`src/rtl/refill_pkg.sv`:
```
// Shared definitions for the cache-line refill controller: FSM states,
// beat count, address bit positions and the burst length sent to memory.
package refill_pkg;

    localparam int LINE_BITS  = 256;
    localparam int BEAT_BITS  = 32;
    localparam int BEATS      = LINE_BITS / BEAT_BITS;
    localparam int BEAT_CNT_W = $clog2(BEATS);

    // Byte address layout {tag, index, offset}
    localparam int OFFSET_W   = $clog2(LINE_BITS / 8);
    localparam int INDEX_LSB  = OFFSET_W;
    localparam int INDEX_W    = 3;
    localparam int TAG_LSB    = INDEX_LSB + INDEX_W;

    // Memory burst length field is "beats minus one"
    localparam logic [7:0] MEM_REQ_LEN = 8'(BEATS - 1);

    typedef enum logic [2:0] {
        ST_IDLE  = 3'd0,
        ST_REQ   = 3'd1,
        ST_RECV  = 3'd2,
        ST_WRITE = 3'd3,
        ST_DONE  = 3'd4
    } refill_state_e;

endpackage

```
`src/rtl/refill_ctrl_line_assembler.sv`:
```
// line_assembler: beat counter plus line register. Each load stores the
// beat at the slot selected by the counter; the counter saturates on the
// final slot so it can never wrap inside a refill.
module line_assembler #(
    parameter int LINE_W = 256,
    parameter int BEAT_W = 32
) (
    input  logic              clk,
    input  logic              rst,
    input  logic              clear,
    input  logic              load,
    input  logic [BEAT_W-1:0] beat_data,
    output logic [LINE_W-1:0] line,
    output logic              full
);

    localparam int NB    = LINE_W / BEAT_W;
    localparam int CNT_W = $clog2(NB);
    localparam logic [CNT_W-1:0] LAST_SLOT = CNT_W'(NB - 1);

    logic [CNT_W-1:0]  cnt_q, cnt_d;
    logic [LINE_W-1:0] line_q, line_d;

    // Next counter/line: clear wins over load; load drops the beat into its slot
    always_comb begin
        cnt_d  = cnt_q;
        line_d = line_q;
        if (clear) begin
            cnt_d  = '0;
            line_d = '0;
        end else if (load) begin
            line_d[int'(cnt_q) * BEAT_W +: BEAT_W] = beat_data;
            if (cnt_q != LAST_SLOT) begin
                cnt_d = cnt_q + CNT_W'(1);
            end
        end
    end

    // Counter and line registers with synchronous reset
    always_ff @(posedge clk) begin
        if (rst) begin
            cnt_q  <= '0;
            line_q <= '0;
        end else begin
            cnt_q  <= cnt_d;
            line_q <= line_d;
        end
    end

    assign line = line_q;
    assign full = (cnt_q == LAST_SLOT);

endmodule

```
`src/rtl/refill_ctrl.sv`:
```
// refill_ctrl: on a cache miss, issues one burst read, assembles the beats
// into a line and writes tag/data/valid into the selected victim way.
// Optional macro REFILL_BEAT_CHECK_EN: checks mem_rd_rsp_last against the
// beat count, flags a sticky refill_err and cuts the burst short on an
// early last (the line is then written with valid=0).
module refill_ctrl
    import refill_pkg::*;
#(
    parameter int TARRAY_DATA_WIDTH = 24,
    parameter int DARRAY_DATA_WIDTH = 256,
    parameter int ADDR_WIDTH        = 3,
    parameter int WAY_NUM           = 4,
    parameter int BEAT_WIDTH        = 32
) (
    input  logic                         clk,
    input  logic                         rst,
    input  logic                         refill_req_valid,
    output logic                         refill_req_ready,
    input  logic [31:0]                  refill_req_addr,
    input  logic [WAY_NUM-1:0]           refill_req_way,
    output logic                         refill_done,
    output logic                         refill_err,
    output logic                         mem_rd_req_valid,
    input  logic                         mem_rd_req_ready,
    output logic [31:0]                  mem_rd_req_addr,
    output logic [7:0]                   mem_rd_req_len,
    input  logic                         mem_rd_rsp_valid,
    output logic                         mem_rd_rsp_ready,
    input  logic [BEAT_WIDTH-1:0]        mem_rd_rsp_data,
    input  logic                         mem_rd_rsp_last,
    output logic [WAY_NUM-1:0]           way_wen,
    output logic [ADDR_WIDTH-1:0]        way_waddr,
    output logic                         way_wvalid,
    output logic [TARRAY_DATA_WIDTH-1:0] way_wtag,
    output logic [DARRAY_DATA_WIDTH-1:0] way_wdata
);

    refill_state_e                state_q, state_d;
    logic [TARRAY_DATA_WIDTH-1:0] tag_q, tag_d;
    logic [ADDR_WIDTH-1:0]        index_q, index_d;
    logic [WAY_NUM-1:0]           way_q, way_d;
    logic                         err_q, err_d;
    logic                         wvalid_q, wvalid_d;

    logic                         asm_clear;
    logic                         asm_load;
    logic                         asm_full;
    logic [DARRAY_DATA_WIDTH-1:0] asm_line;

    line_assembler #(
        .LINE_W (DARRAY_DATA_WIDTH),
        .BEAT_W (BEAT_WIDTH)
    ) u_line_assembler (
        .clk       (clk),
        .rst       (rst),
        .clear     (asm_clear),
        .load      (asm_load),
        .beat_data (mem_rd_rsp_data),
        .line      (asm_line),
        .full      (asm_full)
    );

    // Next-state and handshake/write-port outputs, decoded from the current state
    always_comb begin
        state_d          = state_q;
        tag_d            = tag_q;
        index_d          = index_q;
        way_d            = way_q;
        err_d            = err_q;
        wvalid_d         = wvalid_q;
        asm_clear        = 1'b0;
        asm_load         = 1'b0;
        refill_req_ready = 1'b0;
        refill_done      = 1'b0;
        mem_rd_req_valid = 1'b0;
        mem_rd_req_len   = 8'd0;
        mem_rd_rsp_ready = 1'b0;
        way_wen          = '0;
        way_wvalid       = 1'b0;

        unique case (state_q)
            ST_IDLE: begin
                refill_req_ready = 1'b1;
                if (refill_req_valid) begin
                    tag_d     = refill_req_addr[31 -: TARRAY_DATA_WIDTH];
                    index_d   = refill_req_addr[INDEX_LSB +: ADDR_WIDTH];
                    way_d     = refill_req_way;
                    err_d     = 1'b0;
                    wvalid_d  = 1'b1;
                    asm_clear = 1'b1;
                    state_d   = ST_REQ;
                end
            end
            ST_REQ: begin
                mem_rd_req_valid = 1'b1;
                mem_rd_req_len   = MEM_REQ_LEN;
                if (mem_rd_req_ready) begin
                    state_d = ST_RECV;
                end
            end
            ST_RECV: begin
                mem_rd_rsp_ready = 1'b1;
                if (mem_rd_rsp_valid) begin
                    asm_load = 1'b1;
`ifdef REFILL_BEAT_CHECK_EN
                    // last must coincide exactly with the final beat
                    if (mem_rd_rsp_last != asm_full) begin
                        err_d = 1'b1;
                    end
                    // early last: write what arrived, but mark the line invalid
                    if (mem_rd_rsp_last && !asm_full) begin
                        wvalid_d = 1'b0;
                        state_d  = ST_WRITE;
                    end
`endif
                    if (asm_full) begin
                        state_d = ST_WRITE;
                    end
                end
            end
            ST_WRITE: begin
                way_wen    = way_q;
                way_wvalid = wvalid_q;
                state_d    = ST_DONE;
            end
            ST_DONE: begin
                refill_done = 1'b1;
                state_d     = ST_IDLE;
            end
            default: begin
                state_d = ST_IDLE;
            end
        endcase
    end

    // State and latched-request registers with synchronous reset
    always_ff @(posedge clk) begin
        if (rst) begin
            state_q  <= ST_IDLE;
            tag_q    <= '0;
            index_q  <= '0;
            way_q    <= '0;
            err_q    <= 1'b0;
            wvalid_q <= 1'b0;
        end else begin
            state_q  <= state_d;
            tag_q    <= tag_d;
            index_q  <= index_d;
            way_q    <= way_d;
            err_q    <= err_d;
            wvalid_q <= wvalid_d;
        end
    end

    assign mem_rd_req_addr = {tag_q, index_q, {OFFSET_W{1'b0}}};
    assign way_waddr       = index_q;
    assign way_wtag        = tag_q;
    assign way_wdata       = asm_line;

`ifdef REFILL_BEAT_CHECK_EN
    assign refill_err = err_q;

    logic unused_addr_bits;
    assign unused_addr_bits = ^refill_req_addr[OFFSET_W-1:0];
`else
    assign refill_err = 1'b0;

    logic unused_bits;
    assign unused_bits = ^{refill_req_addr[OFFSET_W-1:0], mem_rd_rsp_last, err_q};
`endif

endmodule

```
`config.mk`:
```
export PLATFORM = sky130hd
export DESIGN_NAME = refill_ctrl
export DESIGN_NICKNAME = d
export VERILOG_FILES = /design/src/rtl/refill_pkg.sv /design/src/rtl/refill_ctrl_line_assembler.sv /design/src/rtl/refill_ctrl.sv
export SDC_FILE = /design/constraint.sdc
export NUM_CORES = 1
export LEC_CHECK = 0
export CAP_MARGIN = 20
export CORE_ASPECT_RATIO = 0.9
export CORE_MARGIN = 3
export CORE_UTILIZATION = 46
export DETAILED_ROUTE_END_ITERATION = 10
export GPL_ROUTABILITY_DRIVEN = 0
export PLACE_DENSITY_LB_ADDON = 0.3
export SLEW_MARGIN = 20
export SYNTH_ARGS = -nofsm -noshare
export SYNTH_HDL_FRONTEND = slang
export SYNTH_SLANG_ARGS = --single-unit
```
`constraint.sdc`:
```
create_clock -name clk -period 3.33 [get_ports clk]
set_input_delay 0.8325 -clock clk [delete_from_list [all_inputs] [get_ports clk]]
set_output_delay 0.8325 -clock clk [all_outputs]
set_load 0.01 [all_outputs]
```
## Word-level counts from Yosys, hierarchy flattened

Index checks and enable logic that the tools add are counted.

| cells by class | value |
|---|---|
| shifts and indexed selects | 2 |
| equality and inequality tests | 10 |
| reduce and logical (&&, ||, !) cells | 5 |
| add/sub/neg operators | 2 |
| muxes and demuxes | 17 |

Operators with widths:

| operator | count |
|---|---|
| bitwise mux 256 bit | 1 |
| variable shift 32 x 33 -> 256 bit (first input constant) | 1 |
| indexed part select 32 x 33 -> 256 bit | 1 |
| negation 8 -> 33 bit | 1 |
| 2-to-1 mux 3 bit | 5 |
| case mux 3 bit (4 select lines) | 1 |
| 2-to-1 mux 1 bit | 9 |
| inequality test 2 bit (second input constant) | 4 |
| equality test 3 x 2 -> 1 bit (second input constant) | 2 |
| equality test 3 bit (second input constant) | 2 |
| 2-to-1 mux 4 bit | 1 |
| AND reduction 2 bit | 2 |
| AND reduction 4 bit | 1 |
| adder 3 x 1 -> 3 bit (second input constant) | 1 |
| equality test 3 x 1 -> 1 bit (second input constant) | 1 |
| zero test 3 bit | 1 |
| inequality test 3 bit (second input constant) | 1 |
| OR reduction 2 bit | 1 |

| storage, ports and cells | value |
|---|---|
| output and inout bits | 333 |
| input bits | 74 |
| register bits | 294 |
| word-level logic and storage cells | 43 |

## Depth between registers and ports, before layout

| depth | value |
|---|---|
| depth in word-level cells | 4 |
| gate-level depth with buffers | 11 |
| mapped depth without buffers | 6 |

## Cells and area by module

From an unflattened synthesis, not the netlist that was laid out.

| unflattened totals | value |
|---|---|
| cells, all modules | 1,442 |
| area, all modules | 12,525.8 um2 |

Modules (own cells, without submodules):

| module | cells each | times used | sequential area each (um2) | area each (um2) |
|---|---|---|---|---|
| line_assembler | 1,236 | 1 | 5,185.0 | 10,801.6 |
| refill_ctrl | 206 | 1 | 700.7 | 1,724.2 |

## Least setup slack after synthesis

No wires, ideal clock.

| path | value |
|---|---|
| path kind | flip-flop to flip-flop |
| start | register u_line_assembler.cnt_q[0] |
| end | register u_line_assembler.line_q[253] (netlist: u_line_assembler.line[253]) |
| data arrival time | 2.604 ns |
| period minus slack after synthesis | 2.736 ns |
| path buffers | 3 |
| data required time | 3.198 ns |
| setup slack | 0.594 ns |
| stages on the path, launching flop included | 10 |
| setup time | 0.132 ns |
| cells stage by stage | dfxtp_1 -> clkbuf_1 -> clkbuf_1 -> inv_1 -> ha_1 -> ha_1 -> or4b_2 -> clkbuf_1 -> o21ai_0 -> a21oi_1 |

| between the ends | value |
|---|---|
| word-level cells in the longest chain between the ends | 3 |
| elaborated cells between the ends (all ways) | 4 |
| classes of those cells | add/sub (1); shift (2); mux (1) |

RTL lines:

| what | RTL line | text |
|---|---|---|
| from (decl) | refill_ctrl_line_assembler.sv:21 | `logic [CNT_W-1:0] cnt_q, cnt_d;` |
| from (signal assigned) | refill_ctrl_line_assembler.sv:45 | `cnt_q <= cnt_d;` |
| negation 8 -> 33 bit (*) | refill_ctrl_line_assembler.sv:32 | `line_d[int'(cnt_q) * BEAT_W +: BEAT_W] = beat_data;` |
| indexed part select 32 x 33 -> 256 bit or variable shift 32 x 33 -> 256 bit (tied branches) | refill_ctrl_line_assembler.sv:32 |  |
| bitwise mux 256 bit (*) | refill_ctrl_line_assembler.sv:32 |  |
| to (signal assigned) | refill_ctrl_line_assembler.sv:46 | `line_q <= line_d;` |
| to (decl) | refill_ctrl_line_assembler.sv:22 | `logic [LINE_W-1:0] line_q, line_d;` |

Mark *: on every way between the ends. The rest lies on a longest branch, timed or not.
A chain may end at the register's enable or synchronous reset.

## Worst setup path in the final report

| path | value |
|---|---|
| start | register state_q[0] |
| end | output mem_rd_rsp_ready |

| between the ends | value |
|---|---|
| word-level cells in the longest chain between the ends | 2 |

RTL lines:

| what | RTL line | text |
|---|---|---|
| from (decl) | refill_ctrl.sv:38 | `refill_state_e state_q, state_d;` |
| from (signal assigned) | refill_ctrl.sv:146 | `state_q <= state_d;` |
| equality test 3 x 2 -> 1 bit | refill_ctrl.sv:81 | `unique case (state_q)` |
| 2-to-1 mux 1 bit | refill_ctrl.sv:81 |  |
| to (decl) | refill_ctrl.sv:28 | `output logic mem_rd_rsp_ready,` |

Every way passes these cells.

==> out/summary.txt <==
RUN STATUS
------------------------------------------------------------------------------------
Run status ............................................................    completed

TIMING
------------------------------------------------------------------------------------
Post-route fraction of the period consumed by the critical path .......        95.9%
Fmax achieved .........................................................      313 MHz
Worst Hold Slack ......................................................       448 ps
Worst-Margin Slew .....................................................      1150 ps
Total negative slack for setup checks .................................         0 ps
Setup clock skew after layout .........................................      15.8 ps
Number of max-slew violations in the final report .....................            0
Final number of setup-violating endpoints .............................            0
Setup repair after global routing missed its margin ...................        false
Hold violation total from the final report ............................            0
Final critical path time including I/O delays and setup ...............      3190 ps
Headroom to the max-slew limit ........................................        23.4%

SETUP PATH
------------------------------------------------------------------------------------
Worst R2R Path Depth ..................................................            7
Ordered cell list for the critical path ............................... or3b_2 -> inv_1 -> clkdlybuf4s50_1
Endpoint class of the critical path ...................................  output port
Class of the most critical setup path .................................   reg -> out
Slowest stage cell on the critical path ............................... sky130_fd_sc_hd__clkdlybuf4s50_1
Crit-path leading delay family ........................................ buffers and inverters
Launching point of the worst reg2reg path ............................. u_line_assembler.cnt_q[1]$_SDFFE_PP0P_
Type of origin of the critical path ...................................         flop
Worst path max stage delay ............................................       650 ps
Critical Path RT ......................................................      2500 ps
Endpoint arrival time on the critical path ............................      2360 ps
Critical path buffer and inverter count ...............................            2
Capture instance of the worst register-to-register path ............... u_line_assembler.line[104]$_SDFFE_PP0P_
Register-to-register path setup slack .................................       550 ps
CP Max Fanout .........................................................           12
Path length in cells of the critical path .............................            3

FLOORPLAN
------------------------------------------------------------------------------------
Core footprint ........................................................    26400 µm²
Starting density of the core ..........................................        47.4%
Number of ports placed on the die boundary ............................          407
Die extent in y .......................................................       163 µm
Area of the die .......................................................    29300 µm²
Placement Rows ........................................................           56
Die W .................................................................       180 µm

WORST HOLD PATH
------------------------------------------------------------------------------------
Hold Crit Endpoint .................................................... way_q[1]$_SDFFE_PP0P_
Worst Hold Depth ......................................................            2
Launch instance of the worst min-delay path ........................... way_q[1]$_SDFFE_PP0P_
Class of the worst hold path ..........................................   reg -> reg

DETAILED ROUTING
------------------------------------------------------------------------------------
Router iterations before antenna repair ...............................            6
Total number of vias ..................................................        12000
DR WL/cell ............................................................      22.1 µm
Remaining antenna violation count after routing .......................            0
Remaining DRCs ........................................................            0
Routed wire length ....................................................     44500 µm
Initial drt markers ...................................................         1361
Via density per instance ..............................................         5.96

CLOCK NETWORK
------------------------------------------------------------------------------------
Cts-stage hold buffer count ...........................................            0
Clock insertion delay at the later pin of the skew report .............       550 ps
Library cell used as clock root buffer ................................ sky130_fd_sc_hd__clkbuf_16
Clk pin slew, worst setup/hold paths ..................................        60 ps
H-tree lvl count ......................................................            1
Clock tree from TritonCTS .............................................          yes
Buffer depth of the longest clock path ................................            3
Number of buffers inserted during clock tree synthesis ................           30
Total number of clock tree sinks ......................................          294
Post-CTS setup buffer count ...........................................            0
Count of instances resized after the clock tree is built ..............            0

YOSYS
------------------------------------------------------------------------------------
Synthesized area per cell .............................................     9.00 µm²
Most frequent cell after synthesis .................................... sky130_fd_sc_hd__dfxtp_1
Parity-gate share of the synthesized area counting xor and xnor cells .           0%
Main combinational cell family by area after synthesis ................ simple AND/OR/NAND/NOR gates
Number of synthesized flops with an enable pin ........................            0
Top cells by area in the synthesized netlist .......................... sky130_fd_sc_hd__dfxtp_1 (47%), sky130_fd_sc_hd__mux2i_1 (10%), sky130_fd_sc_hd__nand3_1 (9.5%), sky130_fd_sc_hd__nand4_1 (5.5%), sky130_fd_sc_hd__a21oi_1 (5.5%)
Post-Synth Simple-Gate Area ...........................................        21.5%
Post-synthesis sequential area ratio ..................................        47.0%
Synthesized instance count ............................................         1392
Cell area after synthesis .............................................    12500 µm²
Synthesis warning total ...............................................            0
Top cells by count, synth ............................................. sky130_fd_sc_hd__dfxtp_1 (294), sky130_fd_sc_hd__nand3_1 (237), sky130_fd_sc_hd__a21oi_1 (138), sky130_fd_sc_hd__mux2i_1 (129), sky130_fd_sc_hd__nand4_1 (111)
Seq cells post-synth ..................................................          294
Synth Area in Adders ..................................................       0.499%
Top-area cell type share of the netlist area ..........................        47.0%
Main synth FF type .................................................... sky130_fd_sc_hd__dfxtp_1
Asr flop ratio synth ..................................................           0%
Yosys top cell by area ................................................ sky130_fd_sc_hd__dfxtp_1
Post-synthesis mux area share .........................................        10.3%
Compound-cell area share of the yosys netlist .........................        12.1%
Netlist cell types ....................................................           46

LAYOUT
------------------------------------------------------------------------------------
Total number of nets in the final design ..............................         1727
Footprint of the multi-input gates ....................................     5690 µm²
Share of post-route cells with drive strength above 1 .................        6.40%
Register area .........................................................     5890 µm²
Area added between synthesis and finish ...............................        38.2%
Number of filler cells placed in the layout ...........................         2119
Number of antenna cells inserted ......................................            0

GLOBAL ROUTE
------------------------------------------------------------------------------------
Maximum number of pins on one net before global-route repair ..........          174
Vias in the first global route ........................................        11300
Wire length of the first global-routing pass ..........................     67000 µm
Number of antenna violations at the first check in global routing .....            0
Overall fraction of global-route tracks in use ........................        28.4%
Global route overflow .................................................            0

POWER
------------------------------------------------------------------------------------
Gate power share ......................................................         9.7%
Relative contribution of sequential cells to total power ..............        45.8%
Power density over cell area ..........................................   453 nW/µm²
Total power ...........................................................    0.00784 W
Static Leakage ........................................................      6.06 nW
Switching portion of total power ......................................        24.4%
Clk network pwr share .................................................        44.6%
Switching pwr .........................................................    0.00191 W
Worst vdd ir ..........................................................     0.441 mV
Cell internal power dissipation .......................................    0.00593 W

PLACE
------------------------------------------------------------------------------------
Count of input and output buffers .....................................          389
HPWL reported at the end of detailed placement ........................     29100 µm

FLOW RUN
------------------------------------------------------------------------------------
Number of maximum-capacitance constraint violations ...................            0

## final cells by class
class | instances | area share [%]
Multi-Input combinational cell | 894 | 32.9
Tap cell | 348 | 2.51
Timing Repair Buffer | 423 | 24.5
Clock buffer | 49 | 5.51
Inverter | 5 | 0.137
Clock inverter | 7 | 0.527
Sequential cell | 294 | 34.0
## per-layer routing
layer  part of all wire (%)  global-route usage, %  wire length, µm
met2                     47                   46.5            20800
met4                    3.9                   10.1             1720
met3                    9.7                   7.88             4340
met1                     40                   36.2            17700
met5                      0                      0                0
## cell usage in the layout (no fill, tap or decap), drive strengths merged, types with 5 or more instances in the layout
master,Yosys,layout
inv,5,5
dfxtp,294,294
a32o,25,25
mux2i,129,129
nand2,63,63
ha,5,5
clkbuf,98,49
conb,1,11
nand3,237,237
a21oi,138,138
and3b,18,18
and2,7,7
clkdlybuf4s50,0,388
buf,111,35
nand4,111,111
o21ai,107,107
## power groups by stage
stage / combinational (W) / sequential [W] / clock, W
after floorplan: 0.000423 / 0.00367 / 0
after global placement: 0.000739 / 0.00366 / 0
after detailed placement: 0.000746 / 0.00367 / 0
after CTS: 0.000750 / 0.00359 / 0.00355
after global routing: 0.000805 / 0.00359 / 0.00367
final: 0.000757 / 0.00359 / 0.00350
## how the worst max path moves through the flow
stage,startpoint,endpoint,slack (ps)
final,state_q[0]$_SDFFE_PP0P_,mem_rd_rsp_ready,140
after global routing,state_q[2]$_SDFFE_PP0P_,mem_rd_rsp_ready,40
after CTS,state_q[2]$_SDFFE_PP0P_,mem_rd_rsp_ready,130
after detailed placement,mem_rd_rsp_valid,u_line_assembler.line[104]$_SDFFE_PP0P_,480
after global placement,mem_rd_rsp_valid,u_line_assembler.line[37]$_SDFFE_PP0P_,390
after floorplan,u_line_assembler.cnt_q[0]$_SDFFE_PP0P_,u_line_assembler.line[253]$_SDFFE_PP0P_,590
## cells by family after synthesis
logic type,after synthesis
simple gates,475
buf+inv,214
flops,294
mux,129
compound gates,274
other cells,1
fa+ha+maj,5
## through the flow
stage / instance area [µm²] / cells / worst slack [ps] / util, %
after global routing: 17300 / 2020 / 43.3 / 65.6
after detailed placement: 16300 / 1964 / 485 / 61.6
after floorplan: 12600 / 1402 / 594 / -
after CTS: 17300 / 2020 / 128 / 65.6
final: 17300 / 2020 / 138 / 65.6
after global placement: 16300 / 1963 / 392 / 61.6
## flip-flops by register name, summed over array words and instances (netlist names)
register,flops
state_q,3
u_line_assembler.cnt_q,3
u_line_assembler.line,256
way_q,4
way_waddr,3
way_wtag,24
wvalid_q,1
## worst reg2reg max path: stages (launching register included)
cell,delay (ps)
sky130_fd_sc_hd__dfxtp_1,410
sky130_fd_sc_hd__inv_1,60
sky130_fd_sc_hd__ha_1,200
sky130_fd_sc_hd__ha_1,400
sky130_fd_sc_hd__nor4bb_4,210
sky130_fd_sc_hd__buf_4,230
sky130_fd_sc_hd__a211oi_2,980
sky130_fd_sc_hd__a32o_1,230
No activity file was read; power rests on OpenSTA's default activity.
